File: config.mk
export PLATFORM = sky130hd
export DESIGN_NAME = sent_rx_frame_decoder
export DESIGN_NICKNAME = d
export VERILOG_FILES = /design/src/rtl/sent_rx_frame_decoder.sv
export SDC_FILE = /design/constraint.sdc
export NUM_CORES = 1
export LEC_CHECK = 0
export ABC_AREA = 1
export CAP_MARGIN = 5
export CORE_ASPECT_RATIO = 0.9
export CORE_MARGIN = 3
export CORE_UTILIZATION = 55
export DETAILED_ROUTE_END_ITERATION = 10
export HOLD_SLACK_MARGIN = 0.03
export PLACE_DENSITY = 0.73
export SETUP_SLACK_MARGIN = 0.5
export SLEW_MARGIN = 0
export SYNTH_ARGS = -nofsm -noshare
export SYNTH_HDL_FRONTEND = slang
export SYNTH_SLANG_ARGS = --single-unit
File: constraint.sdc
create_clock -name clk_rx -period 5.23 [get_ports clk_rx]
set_clock_uncertainty 0.15 [all_clocks]
set_input_delay 1.046 -clock clk_rx [delete_from_list [all_inputs] [get_ports clk_rx]]
set_output_delay 1.046 -clock clk_rx [all_outputs]
set_load 0.05 [all_outputs]
File: src/rtl/sent_rx_frame_decoder.sv
// sent_rx_frame_decoder
// SENT fast-channel receiver front end: synchronises the raw line, measures
// falling-edge to falling-edge pulse lengths, calibrates the tick from each
// sync pulse, decodes rounded nibbles with a sequential divider, checks the
// CRC and hands whole frames over a valid/ready output register.
// Optional pause pulse after the CRC nibble: define SENT_RX_PAUSE_EN.
module sent_rx_frame_decoder #(
   parameter int NUM_DATA_NIBBLES = 6,
   parameter int CNT_W            = 16,
   parameter int CAL_TOL_SHIFT    = 6
) (
   input  logic                          clk_rx,
   input  logic                          reset_n_rx,
   input  logic                          data_pulse,
   output logic                          frame_valid,
   input  logic                          frame_ready,
   output logic [3:0]                    frame_status,
   output logic [4*NUM_DATA_NIBBLES-1:0] frame_data,
   output logic                          frame_crc_ok,
   output logic [CNT_W-1:0]              sync_cycles,
   output logic                          cal_err,
   output logic                          nibble_err,
   output logic                          overrun
);

   localparam int DW    = 4*NUM_DATA_NIBBLES;
   localparam int NUM_W = CNT_W + 7;   // P*112 + S never exceeds 128*2^CNT_W
   localparam int DEN_W = CNT_W + 1;   // 2*S
   localparam int REM_W = CNT_W + 2;   // partial remainder after one shift
   localparam logic [CNT_W-1:0] CNT_MAX = {CNT_W{1'b1}};

   typedef enum logic [2:0] {
      ST_HUNT, ST_SYNC, ST_STATUS, ST_DATA, ST_CRC
`ifdef SENT_RX_PAUSE_EN
      , ST_PAUSE
`endif
   } state_t;

   // One nibble of the table-driven CRC (x^4+x^3+x^2+1): c * x^4 mod poly.
   function automatic logic [3:0] crc_tab(input logic [3:0] c);
      logic [3:0] r;
      case (c)
         4'd0: r = 4'd0;   4'd1: r = 4'd13;  4'd2: r = 4'd7;   4'd3: r = 4'd10;
         4'd4: r = 4'd14;  4'd5: r = 4'd3;   4'd6: r = 4'd9;   4'd7: r = 4'd4;
         4'd8: r = 4'd1;   4'd9: r = 4'd12;  4'd10: r = 4'd6;  4'd11: r = 4'd11;
         4'd12: r = 4'd15; 4'd13: r = 4'd2;  4'd14: r = 4'd8;  default: r = 4'd5;
      endcase
      return r;
   endfunction

   logic             sync1_q, sync2_q, sync3_q, fall;
   logic [CNT_W-1:0] cnt_q;
   logic             cnt_sat;

   // Two-flop synchroniser plus one delay flop for falling-edge detection.
   always_ff @(posedge clk_rx or negedge reset_n_rx) begin
      if (!reset_n_rx) begin
         sync1_q <= 1'b0;
         sync2_q <= 1'b0;
         sync3_q <= 1'b0;
      end else begin
         sync1_q <= data_pulse;
         sync2_q <= sync1_q;
         sync3_q <= sync2_q;
      end
   end

   assign fall    = sync3_q & ~sync2_q;
   assign cnt_sat = !fall && (cnt_q == CNT_MAX - 1'b1);

   // Pulse length counter: 1 on the cycle after an edge, so at the next edge it holds P exactly.
   always_ff @(posedge clk_rx or negedge reset_n_rx) begin
      if (!reset_n_rx)             cnt_q <= '0;
      else if (fall)               cnt_q <= {{(CNT_W-1){1'b0}}, 1'b1};
      else if (cnt_q != CNT_MAX)   cnt_q <= cnt_q + 1'b1;
   end

   // ---------------- divider: T = floor((P*112 + S) / (2*S)) ----------------
   logic [CNT_W-1:0]  sync_q;
   logic [NUM_W-1:0]  num;
   logic [DEN_W-1:0]  den;
   logic              num_ovf, div_start;
   logic              div_busy_q, div_done_q, div_ovf_q;
   logic [3:0]        div_step_q;
   logic [REM_W-1:0]  rem_q, rem_shift;
   logic [DEN_W-1:0]  den_q;
   logic [9:0]        low_q, quo_q;
   logic              rem_ge;

   assign num       = NUM_W'(cnt_q) * NUM_W'(112) + NUM_W'(sync_q);
   assign den       = {sync_q, 1'b0};
   // Quotient needs more than 10 bits exactly when num/1024 >= den.
   assign num_ovf   = REM_W'(num[NUM_W-1:10]) >= REM_W'(den);
   assign rem_shift = {rem_q[REM_W-2:0], low_q[9]};
   assign rem_ge    = rem_shift >= REM_W'(den_q);

   // Restoring divider, one quotient bit per cycle, result valid 11 cycles after the start edge.
   always_ff @(posedge clk_rx or negedge reset_n_rx) begin
      if (!reset_n_rx) begin
         div_busy_q <= 1'b0;
         div_done_q <= 1'b0;
         div_ovf_q  <= 1'b0;
         div_step_q <= '0;
         rem_q      <= '0;
         den_q      <= '0;
         low_q      <= '0;
         quo_q      <= '0;
      end else begin
         div_done_q <= 1'b0;
         if (div_start) begin
            div_busy_q <= 1'b1;
            div_step_q <= '0;
            div_ovf_q  <= num_ovf;
            rem_q      <= REM_W'(num[NUM_W-1:10]);
            low_q      <= num[9:0];
            den_q      <= den;
         end else if (div_busy_q) begin
            rem_q      <= rem_ge ? rem_shift - REM_W'(den_q) : rem_shift;
            low_q      <= {low_q[8:0], 1'b0};
            quo_q      <= {quo_q[8:0], rem_ge};
            div_step_q <= div_step_q + 4'd1;
            if (div_step_q == 4'd9) begin
               div_busy_q <= 1'b0;
               div_done_q <= 1'b1;
            end
         end
      end
   end

   // ---------------- frame FSM ----------------
   state_t           state_q, state_d;
   logic [2:0]       idx_q, idx_d;
   logic [CNT_W-1:0] sync_d, drift, tol;
   logic             have_sync_q, have_sync_d, bad_q, bad_d;
   logic [3:0]       status_q, status_d, crc_q, crc_d, nib_val;
   logic [DW-1:0]    data_q, data_d;
   logic             valid_q, valid_d, crc_ok_q, crc_ok_d;
   logic [3:0]       fstatus_q, fstatus_d;
   logic [DW-1:0]    fdata_q, fdata_d;
   logic             cal_err_q, cal_err_d, nib_err_q, nib_err_d, ovr_q, ovr_d;
   logic             nib_legal, frame_done, crc_match;

   assign nib_legal = !div_ovf_q && (quo_q >= 10'd12) && (quo_q <= 10'd27);
   assign nib_val   = quo_q[3:0] - 4'd12;
   assign drift     = (cnt_q > sync_q) ? cnt_q - sync_q : sync_q - cnt_q;
   assign tol       = sync_q >> CAL_TOL_SHIFT;
   assign crc_match = (nib_val == crc_tab(crc_q));

   // Next-state, nibble capture and output-register control.
   always_comb begin
      state_d     = state_q;
      idx_d       = idx_q;
      sync_d      = sync_q;
      have_sync_d = have_sync_q;
      bad_d       = bad_q;
      status_d    = status_q;
      data_d      = data_q;
      crc_d       = crc_q;
      valid_d     = valid_q;
      fstatus_d   = fstatus_q;
      fdata_d     = fdata_q;
      crc_ok_d    = crc_ok_q;
      cal_err_d   = 1'b0;
      nib_err_d   = 1'b0;
      ovr_d       = 1'b0;
      div_start   = 1'b0;
      frame_done  = 1'b0;
      if (valid_q && frame_ready) valid_d = 1'b0;

      if (cnt_sat && state_q != ST_HUNT) begin
         // Line stuck: lose lock entirely and re-acquire from scratch.
         nib_err_d   = 1'b1;
         have_sync_d = 1'b0;
         state_d     = ST_HUNT;
      end else begin
         case (state_q)
            ST_HUNT: if (fall) state_d = ST_SYNC;
            ST_SYNC: if (fall) begin
               sync_d      = cnt_q;
               have_sync_d = 1'b1;
               bad_d       = 1'b0;
               if (have_sync_q && drift > tol) begin
                  cal_err_d = 1'b1;
                  bad_d     = 1'b1;
               end
               crc_d   = 4'h5;
               idx_d   = '0;
               state_d = ST_STATUS;
            end
            ST_STATUS, ST_DATA, ST_CRC: begin
               if (fall) begin
                  // A new edge before the previous nibble resolved means a runt pulse.
                  if (div_busy_q || div_done_q) begin
                     nib_err_d = 1'b1;
                     state_d   = ST_SYNC;
                  end else begin
                     div_start = 1'b1;
                  end
               end else if (div_done_q) begin
                  if (!nib_legal) begin
                     nib_err_d = 1'b1;
                     state_d   = ST_SYNC;
                  end else if (state_q == ST_STATUS) begin
                     status_d = nib_val;
                     state_d  = ST_DATA;
                  end else if (state_q == ST_DATA) begin
                     data_d = (data_q << 4) | DW'(nib_val);
                     crc_d  = crc_tab(crc_q) ^ nib_val;
                     if (idx_q == 3'(NUM_DATA_NIBBLES-1)) state_d = ST_CRC;
                     else                                 idx_d   = idx_q + 3'd1;
                  end else begin
                     frame_done = 1'b1;
`ifdef SENT_RX_PAUSE_EN
                     state_d    = ST_PAUSE;
`else
                     state_d    = ST_SYNC;
`endif
                  end
               end
            end
`ifdef SENT_RX_PAUSE_EN
            ST_PAUSE: begin
               if (fall) begin
                  if (div_busy_q || div_done_q) begin
                     nib_err_d = 1'b1;
                     state_d   = ST_SYNC;
                  end else begin
                     div_start = 1'b1;
                  end
               end else if (div_done_q) begin
                  if (div_ovf_q || quo_q < 10'd12 || quo_q > 10'd768) nib_err_d = 1'b1;
                  state_d = ST_SYNC;
               end
            end
`endif
            default: state_d = ST_HUNT;
         endcase
      end

      // A load coincident with a handshake wins; a held frame is never overwritten.
      if (frame_done && !bad_q) begin
         if (!valid_q || frame_ready) begin
            valid_d   = 1'b1;
            fstatus_d = status_q;
            fdata_d   = data_q;
            crc_ok_d  = crc_match;
         end else begin
            ovr_d = 1'b1;
         end
      end
   end

   // FSM, frame assembly and output registers.
   always_ff @(posedge clk_rx or negedge reset_n_rx) begin
      if (!reset_n_rx) begin
         state_q     <= ST_HUNT;
         idx_q       <= '0;
         sync_q      <= '0;
         have_sync_q <= 1'b0;
         bad_q       <= 1'b0;
         status_q    <= '0;
         data_q      <= '0;
         crc_q       <= '0;
         valid_q     <= 1'b0;
         fstatus_q   <= '0;
         fdata_q     <= '0;
         crc_ok_q    <= 1'b0;
         cal_err_q   <= 1'b0;
         nib_err_q   <= 1'b0;
         ovr_q       <= 1'b0;
      end else begin
         state_q     <= state_d;
         idx_q       <= idx_d;
         sync_q      <= sync_d;
         have_sync_q <= have_sync_d;
         bad_q       <= bad_d;
         status_q    <= status_d;
         data_q      <= data_d;
         crc_q       <= crc_d;
         valid_q     <= valid_d;
         fstatus_q   <= fstatus_d;
         fdata_q     <= fdata_d;
         crc_ok_q    <= crc_ok_d;
         cal_err_q   <= cal_err_d;
         nib_err_q   <= nib_err_d;
         ovr_q       <= ovr_d;
      end
   end

   assign frame_valid  = valid_q;
   assign frame_status = fstatus_q;
   assign frame_data   = fdata_q;
   assign frame_crc_ok = crc_ok_q;
   assign sync_cycles  = sync_q;
   assign cal_err      = cal_err_q;
   assign nibble_err   = nib_err_q;
   assign overrun      = ovr_q;

endmodule

After elaboration in Yosys (flattened, before gate mapping):

Memory sizes are Yosys's and may differ from the RTL's.
Index checks and enable logic that the tools add are counted.
W data, S select, Z words.

* flip-flop bits (word level): 168
* ROM bits: 128
* bits of input ports: 4
* output and inout bits: 49
* logic and storage cells: 181
* memories kept: 2

Memories
* (no name shown): words 16, bits a word 4, read ports 1, clocked after Yosys merged registers in 0, wr ports 0, RTL line 42 `case (c)`
* (no name shown): words 16, bits a word 4, read ports 1, clocked after Yosys merged registers in 0, wr ports 0, RTL line 42

* add/sub/neg operators: 8
* $mul: 1
* order comparisons: 6
* equality and inequality tests: 21
* multiplexer cells: 78
* bitwise operators: 8
* reductions and logical operators: 30

Operators with widths (number)
* $mux W4: 15
* $mux W17: 3
* $mux W3: 17
* $mux W16: 3
* $mux W1: 35
* $sub A16 B16 Y16: 2
* $or A24 B4 Y24: 1
* $add A23 B16 Y23: 1
* $mux W10: 2
* $mul A16 B3 Y19 const B: 1
* $ge A18 B17 Y1: 1
* $ge A13 B17 Y1: 1
* $sub A17 B17 Y17: 1
* $add A16 B1 Y16 const B: 1
* $eq A16 B16 Y1 const B: 1
* $gt A16 B10 Y1: 1
* $gt A16 B16 Y1: 1
* $ne A16 B16 Y1 const B: 1
* $ne A2 B2 Y1 const B: 7
* $ge A10 B4 Y1 const B: 1
* $le A10 B5 Y1 const B: 1
* $reduce_bool A2 Y1: 5
* $pmux W3 S3: 1
* $reduce_and A9 Y1: 1
* 28 further kinds: 48

Depth between registers and ports, before layout:

Gate-level depths: netlist (run 1).

* depth in word-level cells: 15
* gate-level depth with buffers: 29
* mapped depth without buffers: 29

Least setup slack after synthesis (run 1):

OpenSTA, ideal clock, no wires.

* path kind: register to register
* start: reg cnt_q[1]
* end: reg div_ovf_q
* library setup time: 0.082 ns
* arrival time: 4.117 ns
* data required time: 4.998 ns
* path slack: 0.881 ns
* stages on the path, launching flop included: 26
* buffers on the path: 0
* period minus slack after synthesis: 4.349 ns
* cells stage by stage: dfrtp_1 -> fa_1 -> ha_1 -> inv_1 -> fa_1 -> inv_1 -> nand3_1 -> nand3_1 -> a31oi_1 -> xnor2_1 -> ha_1 -> nand2_1 -> nor2_1 -> nand3_1 -> nand3_1 -> nand3_1 -> nor2_1 -> nand3_1 -> and2_1 -> ha_1 -> nand2_1 -> nor4_1 -> nand3_1 -> nand2_1 -> nand2_1 -> a31oi_1

* cells in the longest elaborated chain, start to end: 4
* elaborated cells on any way between the ends: 7
* those cells by class: 1 x add/sub; 1 x mul; 1 x order compare; 1 x eq/ne; 1 x mux; 2 x reduce/logical

RTL lines
* start, declared: RTL line 52 `logic [CNT_W-1:0] cnt_q;`
* start signal, assigned: RTL line 74 `else if (fall) cnt_q <= {{(CNT_W-1){1'b0}}, 1'b1};`
* start signal, assigned: RTL line 75 `else if (cnt_q != CNT_MAX) cnt_q <= cnt_q + 1'b1;`
* parallel branches: the longest is 4 deep, another holds $add A23 B16 Y23
* end signal, assigned: RTL line 113 `div_ovf_q <= num_ovf;`
* end, declared: RTL line 83 `logic div_busy_q, div_done_q, div_ovf_q;`

Several ways; the timed one is not identified.
A chain may end at the register's enable or synchronous reset.

Worst setup path in the final report (run 1):

* start: reg cnt_q[2]
* end: reg div_ovf_q

Same word-level chain as after synthesis.

==> results of run 1 <==
worst max path at each step:
stage                   from   endpoint  slack [ns]  cells after the start
finish              cnt_q[2]  div_ovf_q        0.59                     22
global route        cnt_q[5]  div_ovf_q        0.37                     24
CTS                 cnt_q[7]  div_ovf_q        0.51                     24
detailed placement  cnt_q[2]  div_ovf_q        0.39                     25
global placement    cnt_q[2]  div_ovf_q        0.56                     25
floorplan           cnt_q[1]  div_ovf_q        0.88                     25
per-stage QoR:
step	hold slack (ns)	util	instance area, µm²	setup slack (ns)
final	0.208	0.659	14500	0.592
after global routing	0.217	0.659	14500	0.371
after CTS	0.207	0.636	14000	0.506
after detailed placement	0.193	0.606	13300	0.393
after global placement	0.185	0.606	13300	0.562
after floorplan	0.181	-	12500	0.881
layer usage:
| metal | up-vias | global-route usage |
|---|---|---|
| met2 | 357 | 0.417 |
| met3 | 57 | 0.0430 |
| li1 | 5575 | - |
| met4 | 0 | 0.0713 |
| met5 | - | 0 |
| met1 | 5237 | 0.406 |
state kept, by name, indices dropped and copies added, names as in the netlist, 10 cells and up:
| signal | flops |
|---|---|
| rem_q | 17 |
| sync_cycles | 16 |
| low_q | 10 |
| den_q | 16 |
| data_q | 24 |
| frame_data | 24 |
| cnt_q | 16 |
| quo_q | 10 |
cells by family (layout without fill, tap and decap cells):
logic type,count (synthesis),count (layout),synth area share
buf+inv,284,370,0.0885
compound gates,284,284,0.125
mux,9,9,0.0104
xor+xnor,47,47,0.0330
simple gates,742,742,0.252
fa+ha+maj,142,142,0.154
flops,168,168,0.337
worst register-to-register path: cells and delay by family (launching register included):
family | cells | cell delay (ns)
AO/OA/AOI/OAI | 5 | 0.87
XOR/XNOR | 2 | 0.32
adder cells (fa/ha/maj) | 5 | 1.77
buffers and inverters | 3 | 0.30
flip-flops | 1 | 0.49
AND/OR/NAND/NOR | 7 | 0.66
area by class of cell:
| cell class | count | area [µm²] |
|---|---|---|
| fillers | 1891 | 7490 |
| inverters | 252 | 948 |
| multi-input cells | 1224 | 7490 |
| repair buffers | 86 | 806 |
| clock inverters | 15 | 211 |
| flip-flops and latches | 168 | 4220 |
| well taps | 291 | 364 |
| clock buffers | 17 | 425 |
cell usage in the layout, fill, tap and decap left out, drive strengths merged, types with 6 or more instances in the layout:
cell / n
a21oi: 83
nand3: 82
buf: 34
fa: 20
and2: 6
mux2: 8
nand3b: 7
xor2: 32
a31oi: 7
clkbuf: 17
inv: 260
ha: 122
nand2: 487
clkdlybuf4s50: 51
nor2: 102
dfrtp: 168
nor3: 22
xnor2: 15
o21ai: 155
o221ai: 9
nand4: 22
clkinv: 7
power groups by stage:
| stage | combinational [mW] | clock (mW) | sequential (mW) |
|---|---|---|---|
| after floorplan | 3.41 | 0 | 1.78 |
| after global placement | 4.29 | 0 | 1.80 |
| after detailed placement | 4.38 | 0 | 1.81 |
| after CTS | 4.42 | 1.35 | 1.79 |
| after global routing | 5.26 | 1.41 | 1.82 |
| final | 4.64 | 1.34 | 1.79 |
what timing repair did:
action	in CTS	in global routing
resized for setup	6	74
setup endpoints to repair	1	1
pin swaps	2	38
buffers inserted	2	20
==> impl_metrics.py, run 1 <==
metrics = {
    "timing": {
        "max_freq_mhz": 216,
        "setup_tns_ns": 0,
        "min_period_ns": 4.64,
        "finalSetupViolations": 0,
        "slew_headroom": 0.386,
        "rsz0062_at_grt": "no",
        "slew_viol_final": 0,
        "finalHoldViolations": 0,
        "timing.final.crit_share": 0.887,
        "worst_slew_pin_slew_ns": 0.917,
    },
    "setup_path": {
        "reg2reg_from": "cnt_q[2]",
        "cpPeakStageDelay_ns": 0.57,
        "crit_type": "flop to flop",
        "cp_max_fo": 8,
        "crit_family": "adder cells",
        "r2r-end": "div_ovf_q",
        "critPathSlowestCell": "fa_1",
        "worst-path-buf-inv": 3,
        "rr_worst_depth": 22,
        "worst_ep_arrival_time_ns": 4.85,
        "worst_setup_path_start_kind": "flop",
        "rrSetupSlack_ns": 0.59,
        "crit_path_cell_trace": "fa_1 > ha_2 > inv_1 > fa_2 > inv_2 > nand3_2 > nand3_4 > a31oi_4 > xnor2_2 > ha_1 > nand2_2 > nor2_1 > a211oi_2 > nand3_2 > buf_4 > xor2_1 > ha_1 > nand2_2 > o21a_1 > o21ai_0 > nand3_1 > a31oi_1",
        "cp.required_ns": 5.44,
        "endpoint_kind": "flop",
    },
    "place": {
        "routabilityCongestion": 0.969,
        "io_buffers": 52,
        "place_inst": 1998,
        "dpl.hpwl_um": 24700,
    },
    "yosys": {
        "synth_area_mm2": 0.0125,
        "yosysTopAreaCell": "dfrtp_1",
        "synth_top_area_frac": 0.337,
        "yosysWarnings": 0,
        "seq_area_frac_synth": 0.337,
        "synthCells": 1676,
        "synth-edff-count": 0,
        "syn_avg_cell_area_um2": 7.45,
        "synth_top_flop_cell": "dfrtp_1",
        "synth_cell_types": 54,
        "synthTopCellsByArea": "dfrtp_1, nand2_1, ha_1",
        "async_reset_ff_frac": 1.00,
        "ys_top_cells_by_count": "nand2_1, inv_1, dfrtp_1",
        "ys_ff_latch": 168,
        "synth_most_common_cell": "nand2_1",
        "synth_fp_nets": 1822,
    },
    "cts": {
        "cts_hold_buf": 0,
        "cts.sinks": 168,
        "tritoncts": "built",
        "clock_latency_ns": 0.44,
        "cts_root_buffer": "clkbuf_16",
        "cts_buffers": 17,
        "h-tree-depth": 4,
        "clockBufferDepth": 2,
        "clkTransAtPathRegs_ns": 0.08,
    },
    "global_routing": {
        "grt_pass1_vias": 10282,
        "antenna_found_initial": 0,
        "track_usage": 0.273,
        "grt_start_max_net_pins": 87,
        "grt_pass1_wl_um": 53400,
        "grt-ovfl-total": 0,
    },
    "pwr": {
        "comb_power_share": 0.597,
        "power.leakage_nw": 7.34,
        "switching_share": 0.497,
        "ir_drop_mv": 0.423,
        "power.switching_mw": 3.86,
        "seqPwrFrac": 0.230,
        "power.internal_mw": 3.91,
        "powerDensity_mw_per_mm2": 538,
        "pwr-share-clk": 0.173,
        "p_total_mw": 7.77,
    },
    "min_path": {
        "hold_end": "sync2_q",
        "min_path_cells": 0,
        "hold_path.class": "flop to flop",
        "hold_path.startpoint": "sync1_q",
    },
    "detailed_routing": {
        "ant_nets": 0,
        "wl_um": 33500,
        "first_pass_iters": 5,
        "vias": 11226,
        "drc": 0,
        "vias_per_cell": 5.47,
        "wire_per_inst_um": 16.3,
        "drt-initial-drc-count": 963,
        "met1Wirelength_um": 15400,
        "dr_wl_met2_um": 15200,
        "wl_met3_um": 2160,
        "dr.max_layer_used": "met4",
    },
    "layout": {
        "antenna_cells": 0,
        "drive_gt1_frac": 0.0965,
        "finalNonFillerCells": 2053,
        "syn_to_final_growth_pct": 15.9,
        "final_net_count": 1895,
    },
    "die": {
        "die_area_mm2": 0.0245,
        "rows": 51,
        "die-height_um": 149,
        "core-area_mm2": 0.0220,
        "ios": 53,
        "start_util": 0.568,
        "fp.dieW_um": 165,
    },
    "outcome": {
        "outcome": "finished clean",
    },
    "job": {
        "drv_cap": 0,
    },
}
Power figures use the tool's default switching activity.
==> run 2, diff against run 1 <==
--- a/config.mk
+++ b/config.mk
@@ -10,8 +10,8 @@
 export CORE_ASPECT_RATIO = 0.9
 export CORE_MARGIN = 3
 export CORE_UTILIZATION = 55
+export CTS_CLUSTER_SIZE = 12
 export DETAILED_ROUTE_END_ITERATION = 10
-export HOLD_SLACK_MARGIN = 0.03
 export PLACE_DENSITY = 0.73
 export SETUP_SLACK_MARGIN = 0.5
 export SLEW_MARGIN = 0
==> results of run 2 <==
Final layout, timing and power as in run 1 (identical DEF).
